$ cat src/rtl/cache_plru_victim_if.sv
// Request/response bundle for the PLRU victim selector.
interface cache_plru_victim_if #(
  parameter int SET_W    = 4,
  parameter int WAYS     = 8,
  parameter int WAYS_REP = 3
);
  logic                req_valid;
  logic                req_ready;
  logic                req_alloc;
  logic [SET_W-1:0]    req_set;
  logic [WAYS_REP-1:0] req_way;
  logic [WAYS-1:0]     req_vmask;
  logic                rsp_valid;
  logic [WAYS_REP-1:0] rsp_way;
  logic                rsp_ready;

  modport master (
    output req_valid, req_alloc, req_set, req_way, req_vmask, rsp_ready,
    input  req_ready, rsp_valid, rsp_way
  );

  modport slave (
    input  req_valid, req_alloc, req_set, req_way, req_vmask, rsp_ready,
    output req_ready, rsp_valid, rsp_way
  );
endinterface

$ cat src/rtl/cache_plru_victim.sv
// Tree-PLRU state keeper and victim selector for an 8-way cache.
// Each set holds a 7-bit tree: bit 0 is the root, bits 1/2 the
// half-level nodes, bits 3..6 the leaf-pair nodes. A flush sweeps the
// trees back to zero one set per cycle.
module cache_plru_victim #(
  parameter int SETS     = 16,
  parameter int SET_W    = 4,
  parameter int WAYS     = 8,
  parameter int WAYS_REP = 3
) (
  input  logic                clk,
  input  logic                rst_n,
  input  logic                flush,
  output logic                busy,
  cache_plru_victim_if.slave  bus
);

  typedef enum logic [0:0] {
    ST_IDLE  = 1'b0,
    ST_FLUSH = 1'b1
  } state_e;

  localparam logic [SET_W-1:0] SWEEP_LAST = SET_W'(SETS - 1);

  // Point the three path bits toward the accessed way.
  function automatic logic [6:0] plru_update(input logic [6:0] t,
                                             input logic [WAYS_REP-1:0] w);
    logic [6:0] n;
    n = t;
    case (w)
      3'd0: begin n[0] = 1'b0; n[1] = 1'b0; n[3] = 1'b0; end
      3'd1: begin n[0] = 1'b0; n[1] = 1'b0; n[3] = 1'b1; end
      3'd2: begin n[0] = 1'b0; n[1] = 1'b1; n[4] = 1'b0; end
      3'd3: begin n[0] = 1'b0; n[1] = 1'b1; n[4] = 1'b1; end
      3'd4: begin n[0] = 1'b1; n[2] = 1'b0; n[5] = 1'b0; end
      3'd5: begin n[0] = 1'b1; n[2] = 1'b0; n[5] = 1'b1; end
      3'd6: begin n[0] = 1'b1; n[2] = 1'b1; n[6] = 1'b0; end
      3'd7: begin n[0] = 1'b1; n[2] = 1'b1; n[6] = 1'b1; end
      default: n = t;
    endcase
    return n;
  endfunction

  // Follow the tree away from the most recently used side at each level.
  function automatic logic [WAYS_REP-1:0] plru_victim(input logic [6:0] t);
    logic [WAYS_REP-1:0] v;
    v[2] = ~t[0];
    if (!v[2]) begin
      v[1] = ~t[1];
      v[0] = v[1] ? ~t[4] : ~t[3];
    end else begin
      v[1] = ~t[2];
      v[0] = v[1] ? ~t[6] : ~t[5];
    end
    return v;
  endfunction

  // Lowest-index way whose valid bit is clear (0 if none; caller gates use).
  function automatic logic [WAYS_REP-1:0] first_invalid(input logic [WAYS-1:0] vm);
    logic [WAYS_REP-1:0] w;
    w = {WAYS_REP{1'b0}};
    for (int i = WAYS - 1; i >= 0; i--) begin
      if (!vm[i]) begin
        w = WAYS_REP'(i);
      end else begin
        w = w;
      end
    end
    return w;
  endfunction

  state_e              state_q, state_d;
  logic [SET_W-1:0]    sweep_q;
  logic [6:0]          tree_q [SETS];
  logic                rsp_valid_q;
  logic [WAYS_REP-1:0] rsp_way_q;

  logic                busy_s;
  logic                clear_en_s;
  logic                req_ready_s;
  logic                accept_s;
  logic [6:0]          rd_tree_s;
  logic [WAYS_REP-1:0] victim_s;
  logic [WAYS_REP-1:0] upd_way_s;
  logic [6:0]          wr_tree_s;

  // Request datapath: read the set tree, pick a victim and form the updated tree.
  always_comb begin
    req_ready_s = !busy_s && !flush && (!rsp_valid_q || bus.rsp_ready);
    accept_s    = bus.req_valid && req_ready_s;
    rd_tree_s   = tree_q[bus.req_set];
    if (&bus.req_vmask) begin
      victim_s = plru_victim(rd_tree_s);
    end else begin
      victim_s = first_invalid(bus.req_vmask);
    end
    if (bus.req_alloc) begin
      upd_way_s = victim_s;
    end else begin
      upd_way_s = bus.req_way;
    end
    wr_tree_s = plru_update(rd_tree_s, upd_way_s);
  end

  // FSM state register.
  always_ff @(posedge clk) begin
    if (!rst_n) begin
      state_q <= ST_IDLE;
    end else begin
      state_q <= state_d;
    end
  end

  // FSM next state: flush always (re)starts the sweep; the sweep ends on the last set.
  always_comb begin
    state_d = state_q;
    case (state_q)
      ST_IDLE: begin
        if (flush) begin
          state_d = ST_FLUSH;
        end else begin
          state_d = ST_IDLE;
        end
      end
      ST_FLUSH: begin
        if (flush) begin
          state_d = ST_FLUSH;
        end else if (sweep_q == SWEEP_LAST) begin
          state_d = ST_IDLE;
        end else begin
          state_d = ST_FLUSH;
        end
      end
      default: state_d = ST_IDLE;
    endcase
  end

  // FSM outputs: busy while sweeping; a restarting flush suppresses this cycle's clear.
  always_comb begin
    busy_s     = 1'b0;
    clear_en_s = 1'b0;
    case (state_q)
      ST_IDLE: begin
        busy_s     = 1'b0;
        clear_en_s = 1'b0;
      end
      ST_FLUSH: begin
        busy_s     = 1'b1;
        clear_en_s = !flush;
      end
      default: begin
        busy_s     = 1'b0;
        clear_en_s = 1'b0;
      end
    endcase
  end

  // Sweep counter: restart on flush, advance per cleared set, wraps naturally at SETS.
  always_ff @(posedge clk) begin
    if (!rst_n) begin
      sweep_q <= {SET_W{1'b0}};
    end else if (flush) begin
      sweep_q <= {SET_W{1'b0}};
    end else if (clear_en_s) begin
      sweep_q <= sweep_q + {{(SET_W-1){1'b0}}, 1'b1};
    end else begin
      sweep_q <= sweep_q;
    end
  end

  // Tree storage: sweep clears and request updates never coincide (busy blocks requests).
  always_ff @(posedge clk) begin
    if (!rst_n) begin
      for (int i = 0; i < SETS; i++) begin
        tree_q[i] <= 7'b0000000;
      end
    end else if (clear_en_s) begin
      tree_q[sweep_q] <= 7'b0000000;
    end else if (accept_s) begin
      tree_q[bus.req_set] <= wr_tree_s;
    end
  end

  // Response register: load on accepted allocate, hold until consumed.
  always_ff @(posedge clk) begin
    if (!rst_n) begin
      rsp_valid_q <= 1'b0;
      rsp_way_q   <= {WAYS_REP{1'b0}};
    end else if (accept_s && bus.req_alloc) begin
      rsp_valid_q <= 1'b1;
      rsp_way_q   <= victim_s;
    end else if (bus.rsp_ready) begin
      rsp_valid_q <= 1'b0;
      rsp_way_q   <= rsp_way_q;
    end else begin
      rsp_valid_q <= rsp_valid_q;
      rsp_way_q   <= rsp_way_q;
    end
  end

  assign bus.req_ready = req_ready_s;
  assign bus.rsp_valid = rsp_valid_q;
  assign bus.rsp_way   = rsp_way_q;
  assign busy          = busy_s;

endmodule

$ cat src/flat_wrapper.sv
// flat-port wrapper written by rule: the top's interface ports become plain ports
module cache_plru_victim_flat 
#(
  parameter int SETS     = 16,
  parameter int SET_W    = 4,
  parameter int WAYS     = 8,
  parameter int WAYS_REP = 3
)
  (clk, rst_n, flush, busy, bus_req_valid, bus_req_alloc, bus_req_set, bus_req_way, bus_req_vmask, bus_rsp_ready, bus_req_ready, bus_rsp_valid, bus_rsp_way);
  cache_plru_victim_if #(.SET_W(SET_W), .WAYS(WAYS), .WAYS_REP(WAYS_REP)) bus_i ();
  input  logic clk;
  input  logic rst_n;
  input  logic flush;
  output logic busy;
  input wire logic [$bits(bus_i.req_valid)-1:0] bus_req_valid;
  input wire logic [$bits(bus_i.req_alloc)-1:0] bus_req_alloc;
  input wire logic [$bits(bus_i.req_set)-1:0] bus_req_set;
  input wire logic [$bits(bus_i.req_way)-1:0] bus_req_way;
  input wire logic [$bits(bus_i.req_vmask)-1:0] bus_req_vmask;
  input wire logic [$bits(bus_i.rsp_ready)-1:0] bus_rsp_ready;
  output wire logic [$bits(bus_i.req_ready)-1:0] bus_req_ready;
  output wire logic [$bits(bus_i.rsp_valid)-1:0] bus_rsp_valid;
  output wire logic [$bits(bus_i.rsp_way)-1:0] bus_rsp_way;
  assign bus_i.req_valid = bus_req_valid;
  assign bus_i.req_alloc = bus_req_alloc;
  assign bus_i.req_set = bus_req_set;
  assign bus_i.req_way = bus_req_way;
  assign bus_i.req_vmask = bus_req_vmask;
  assign bus_i.rsp_ready = bus_rsp_ready;
  assign bus_req_ready = bus_i.req_ready;
  assign bus_rsp_valid = bus_i.rsp_valid;
  assign bus_rsp_way = bus_i.rsp_way;
  cache_plru_victim #(.SETS(SETS), .SET_W(SET_W), .WAYS(WAYS), .WAYS_REP(WAYS_REP)) u_core (.clk(clk), .rst_n(rst_n), .flush(flush), .busy(busy), .bus(bus_i));
endmodule
$ cat config.mk
export PLATFORM = sky130hd
export DESIGN_NAME = cache_plru_victim_flat
export DESIGN_NICKNAME = d
export VERILOG_FILES = /design/src/rtl/cache_plru_victim_if.sv /design/src/rtl/cache_plru_victim.sv /design/src/flat_wrapper.sv
export SDC_FILE = /design/constraint.sdc
export NUM_CORES = 1
export LEC_CHECK = 0
export BUFFER_PORTS_ARGS = -buffer_cell sky130_fd_sc_hd__buf_2
export CORE_ASPECT_RATIO = 1.5
export CORE_MARGIN = 4
export CORE_UTILIZATION = 35
export DETAILED_ROUTE_END_ITERATION = 12
export MAX_ROUTING_LAYER = met4
export PLACE_DENSITY = 0.52
export REMOVE_ABC_BUFFERS = 1
export SETUP_SLACK_MARGIN = 0.15
export SYNTH_ARGS = -nofsm -noshare
export SYNTH_HDL_FRONTEND = slang
export SYNTH_SLANG_ARGS = --single-unit
$ cat constraint.sdc
create_clock -name clk -period 7.2 [get_ports clk]
set_input_delay 0 -clock clk [delete_from_list [all_inputs] [get_ports clk]]
set_output_delay 0 -clock clk [all_outputs]
set_load 0.01 [all_outputs]
* Word level (Yosys, flattened, before mapping)
Memory sizes are Yosys's and may differ from the RTL's. Cells that the tools add are included.
Cells by class: bitwise operators 9, reductions and logical operators 20, equal/unequal tests 8, add/subtract/negate cells 1, muxes and demuxes 42
Operators with widths (number):
- 2-to-1 mux 3 bit | 10
- case mux 1 bit (2 select lines) | 10
- 2-to-1 mux 1 bit | 17
- 2-to-1 mux 7 bit | 2
- OR reduction 7 bit | 2
- equality test 3 bit, second input constant | 4
- OR reduction 2 bit | 5
- NOT 1 bit | 9
- 2-to-1 mux 4 bit | 2
- AND reduction 8 bit | 1
- OR reduction 4 bit | 2
- equality test 3 x 2 -> 1 bit, second input constant | 2
- adder 4 x 1 -> 4 bit, second input constant | 1
- equality test 4 bit, second input constant | 1
- logical AND 1 bit | 4
- equality test 3 x 1 -> 1 bit, second input constant | 1
- logical NOT 1 bit | 3
- logical NOT 3 bit | 1
- 2-to-1 mux 2 bit | 1
- nonzero test 2 bit | 1
- logical OR 1 bit | 1
Word-level totals: input bits 21, RAM bits 112, register bits 9, word-level logic and storage cells 85, output and inout port bits 6, memories kept 1
Memories:
- u_core.tree_q | depth 16, width 7, rd ports 1, clocked after Yosys merged registers in 0, write ports 16, RTL line cache_plru_victim.sv:74 | logic [6:0] tree_q [SETS];

* Logic depth before layout (Yosys ltp)
depth in word-level cells 14, depth in mapped cells 12, depth with buffers taken out 8

* Worst setup path after synthesis
No wires, ideal clock.
path type reg2reg, from register u_core.state_q, to memory u_core.tree_q[12][0], enable pin, arrival 2.291 ns, path buffers 2, data required time 6.876 ns, library setup time 0.324 ns, cell stages (with the launch flop) 9, period minus slack after synthesis 2.615 ns, setup slack 4.585 ns, cells stage by stage dfxtp_1 clkbuf_1 nor3_1 and3_1 clkbuf_1 mux2_2 nor2_1 nand2_1 nand2_1
RTL lines:
- start: declaration | RTL line cache_plru_victim.sv:72 | state_e state_q, state_d;
- start signal: assignment | RTL line cache_plru_victim.sv:110 | state_q <= state_d;
- end: declaration | RTL line cache_plru_victim.sv:74

==> run summary <==
Status: finished clean
Ant. Diodes: 0
Nets: 487
Hold path depth: 3
Met2 global-route usage: 30.7%
Synth async-reset ratio: 0%
Drt drc: 0
Placed insts: 650
Vias: 3593
Final GP Congestion: 0.868
Fin Clk Skew: 0.00690 ns
Final Setup Violations: 0
Routed WL: 14300 um
R2r setup slk: 4.11 ns
Worst hold path type: in -> reg
Primary FF master, synth: edfxtp_1
Max-slew headroom: 39.0%
Post-Route Setup TNS: 0 ns
Crit-path max cell delay: 0.64 ns
Mapped Area: 5720 um2
Final Non-Filler Cells: 684
Final Critical Period: 3.09 ns
DR iter-0 viols: 285
Startpoint Class: flip-flop
Post-DR vias/cell: 5.25
Required time of the critical path: 7.26 ns
Maximum VDD drop: 0.138 mV
Clk buf depth: 2
Die height: 165 um
Synthesized area per cell: 13.0 um2
Post-DP Area: 5980 um2
Most used cell, CP: nand2_1
Post-synth EDFFs: 112
Layout area overhead: 15.3%
Fin crit share: 43.0%
Total track usage: 17.0%
DRT Pass-1 Iters: 4
Die W: 112 um
CP max FO: 12
Buf/Inv on CP: 0
Crit Path Category: reg -> reg
Setup ws final: 4.11 ns
Most common cell after layout, fill and taps aside: nor2_1
Reg2reg path depth: 6
CTS H-Tree Depth: 4
Met3 usage: 3.12%
Share of layout cells above drive strength 1: 21.3%
Power Dens Cells: 267 nW/um2
Hold Fails Final Rpt: 0
Initial Util: 35.5%
FP Rows: 57
Top-level I/O count: 27
Remaining Overflow, GRT: 0
CTS Buf Count: 17
Core Util, Final: 41.0%
Mapped Cells: 440
First-pass GRT wire length: 22300 um
Hold endpoint: u_core.bus.rsp_way[0]$_SDFFE_PN0P_
Resize count post-CTS: 0
Unrepaired setup endpoints after global routing: false
Tightest Pin Transition: 0.914 ns
Vias in the first global route: 3781
Critical path's top delay family: simple AND/OR/NAND/NOR gates
Hold Startpoint: bus_req_valid
Flops & latches, synth: 121
Worst path slowest cell: o31ai_1
Clock-pin slew on the worst setup and hold paths: 0.06 ns
P_leak: 2.22 nW
Dpl hpwl: 9890 um
Power Total: 1.76 mW
R2r endpoint: u_core.tree_q[2][0]$_SDFFCE_PN0P_
Seq/Total Area, Yosys: 61.9%
Post-synthesis cell type count: 49
Crit end category: flip-flop
Warnings, synthesis: 0
Ordered cell list for the critical path: nor3_1, and2_1, nand2_1, o31ai_1, nand2_1, nand2_1
Critical R2R Launch: u_core.state_q$_SDFF_PN0_
Met1 usage: 18.1%
Detail Route Antenna Nets: 0
TritonCTS Sinks: 121
FMAX: 323 MHz
Initial antenna violation count: 0
Final Instance Area: 6600 um2
Max-cap violations: 0
WHS: 0.0440 ns
Pre-CTS WS: 3.60 ns
Core area: 16100 um2
CTS tree: done
Port bufs: 26
Largest net degree at the start of global routing: 33
Clk_lat worst skew: 0.41 ns
Most frequent cells in the layout: nor2_1, edfxtp_1, nand2_1
Fin. max-slew vios: 0
CTS Root Cell: clkbuf_16
WL per Instance: 21.0 um
Top Usage Layer GRT: met2
Die area: 18500 um2
Worst Path Arrival: 3.16 ns
-- worst max path at each step --
stage,to,cells after the start,from
after floorplan,u_core.tree_q[0][3]$_SDFFCE_PN0P_,8,u_core.tree_q[7][1]$_SDFFCE_PN0P_
after global placement,u_core.tree_q[14][1]$_SDFFCE_PN0P_,9,bus_req_set[1]
after detailed placement,u_core.tree_q[5][1]$_SDFFCE_PN0P_,9,bus_req_set[1]
after CTS,u_core.tree_q[5][1]$_SDFFCE_PN0P_,9,bus_req_set[1]
after global routing,u_core.tree_q[14][1]$_SDFFCE_PN0P_,9,bus_req_set[1]
final,u_core.tree_q[2][0]$_SDFFCE_PN0P_,6,u_core.state_q$_SDFF_PN0_
-- cell families (layout without fill, tap and decap cells) --
family / Yosys count / in the layout / share of synthesized area [%]
AOI/OAI and AO/OA: 43 / 43 / 6.01
xor gates and xnor gates: 3 / 3 / 0.459
adders and majority gates: 1 / 1 / 0.219
buffers and inverters: 25 / 63 / 2.62
DFF: 121 / 121 / 61.9
muxes: 39 / 39 / 13.7
and+or+nand+nor: 208 / 208 / 15.1
-- where the power goes --
group          switching [mW]  internal (mW)  leakage (nW)
Sequential            0.00874          0.791          1.23
Clock                   0.317          0.523         0.288
Combinational          0.0745         0.0462         0.702
-- cell type report --
| type | instances | area (um2) |
|---|---|---|
| Inverter | 2 | 7.51 |
| Tap cell | 206 | 258 |
| Fill cell | 1517 | 9520 |
| Clock inverter | 11 | 80.1 |
| Timing Repair Buffer | 29 | 158 |
| Clock buffer | 21 | 526 |
| Sequential cell | 121 | 3540 |
| Multi-Input combinational cell | 294 | 2030 |
-- sequential cells by signal, indices dropped and copies added, names as in the netlist --
register              cells
u_core.state_q            1
u_core.tree_q           112
u_core.sweep_q            4
u_core.bus.rsp_valid      1
u_core.bus.rsp_way        3
-- Yosys cell counts, drive strengths merged (2+ instances only) --
library cell / count / area (um2)
xor2: 2 / 17.5
a21o: 2 / 15.0
a31oi: 3 / 40.0
clkbuf: 10 / 37.5
nand2b: 7 / 43.8
a221oi: 3 / 43.8
nand2: 46 / 175
nor2b: 5 / 31.3
and2: 4 / 25.0
nand4: 3 / 18.8
nor2: 128 / 480
edfxtp: 112 / 3360
inv: 2 / 7.51
mux2: 3 / 37.5
mux2i: 8 / 118
nand3b: 2 / 15.0
and3: 2 / 12.5
a22o: 2 / 17.5
buf: 13 / 105
dfxtp: 9 / 180
a22oi: 4 / 40.0
a21oi: 6 / 41.3
a21boi: 2 / 15.0
o22ai: 6 / 37.5
nand3: 3 / 15.0
o21ai: 9 / 45.0
nor3: 5 / 25.0
mux4: 28 / 631
-- layer usage --
metal  share of wire, %  up-vias
li1                   -     1663
met1                 38     1820
met2                 55       87
met3                3.3       23
met4                3.0        0
met5                  0        -
-- worst register-to-register path, cell delays in order, from the launching register on --
cell and delay (ns):
dfxtp_1 0.40, nor3_1 0.36, and2_1 0.25, nand2_1 0.28, o31ai_1 0.64, nand2_1 0.39, nand2_1 0.43
-- timing repair --
action                     in CTS  in global routing
setup endpoints to repair       0                  0
buffers inserted                0                  0
hold endpoints to repair        6                  0
hold buffers                    2                  0
Power figures use the tool's default switching activity.
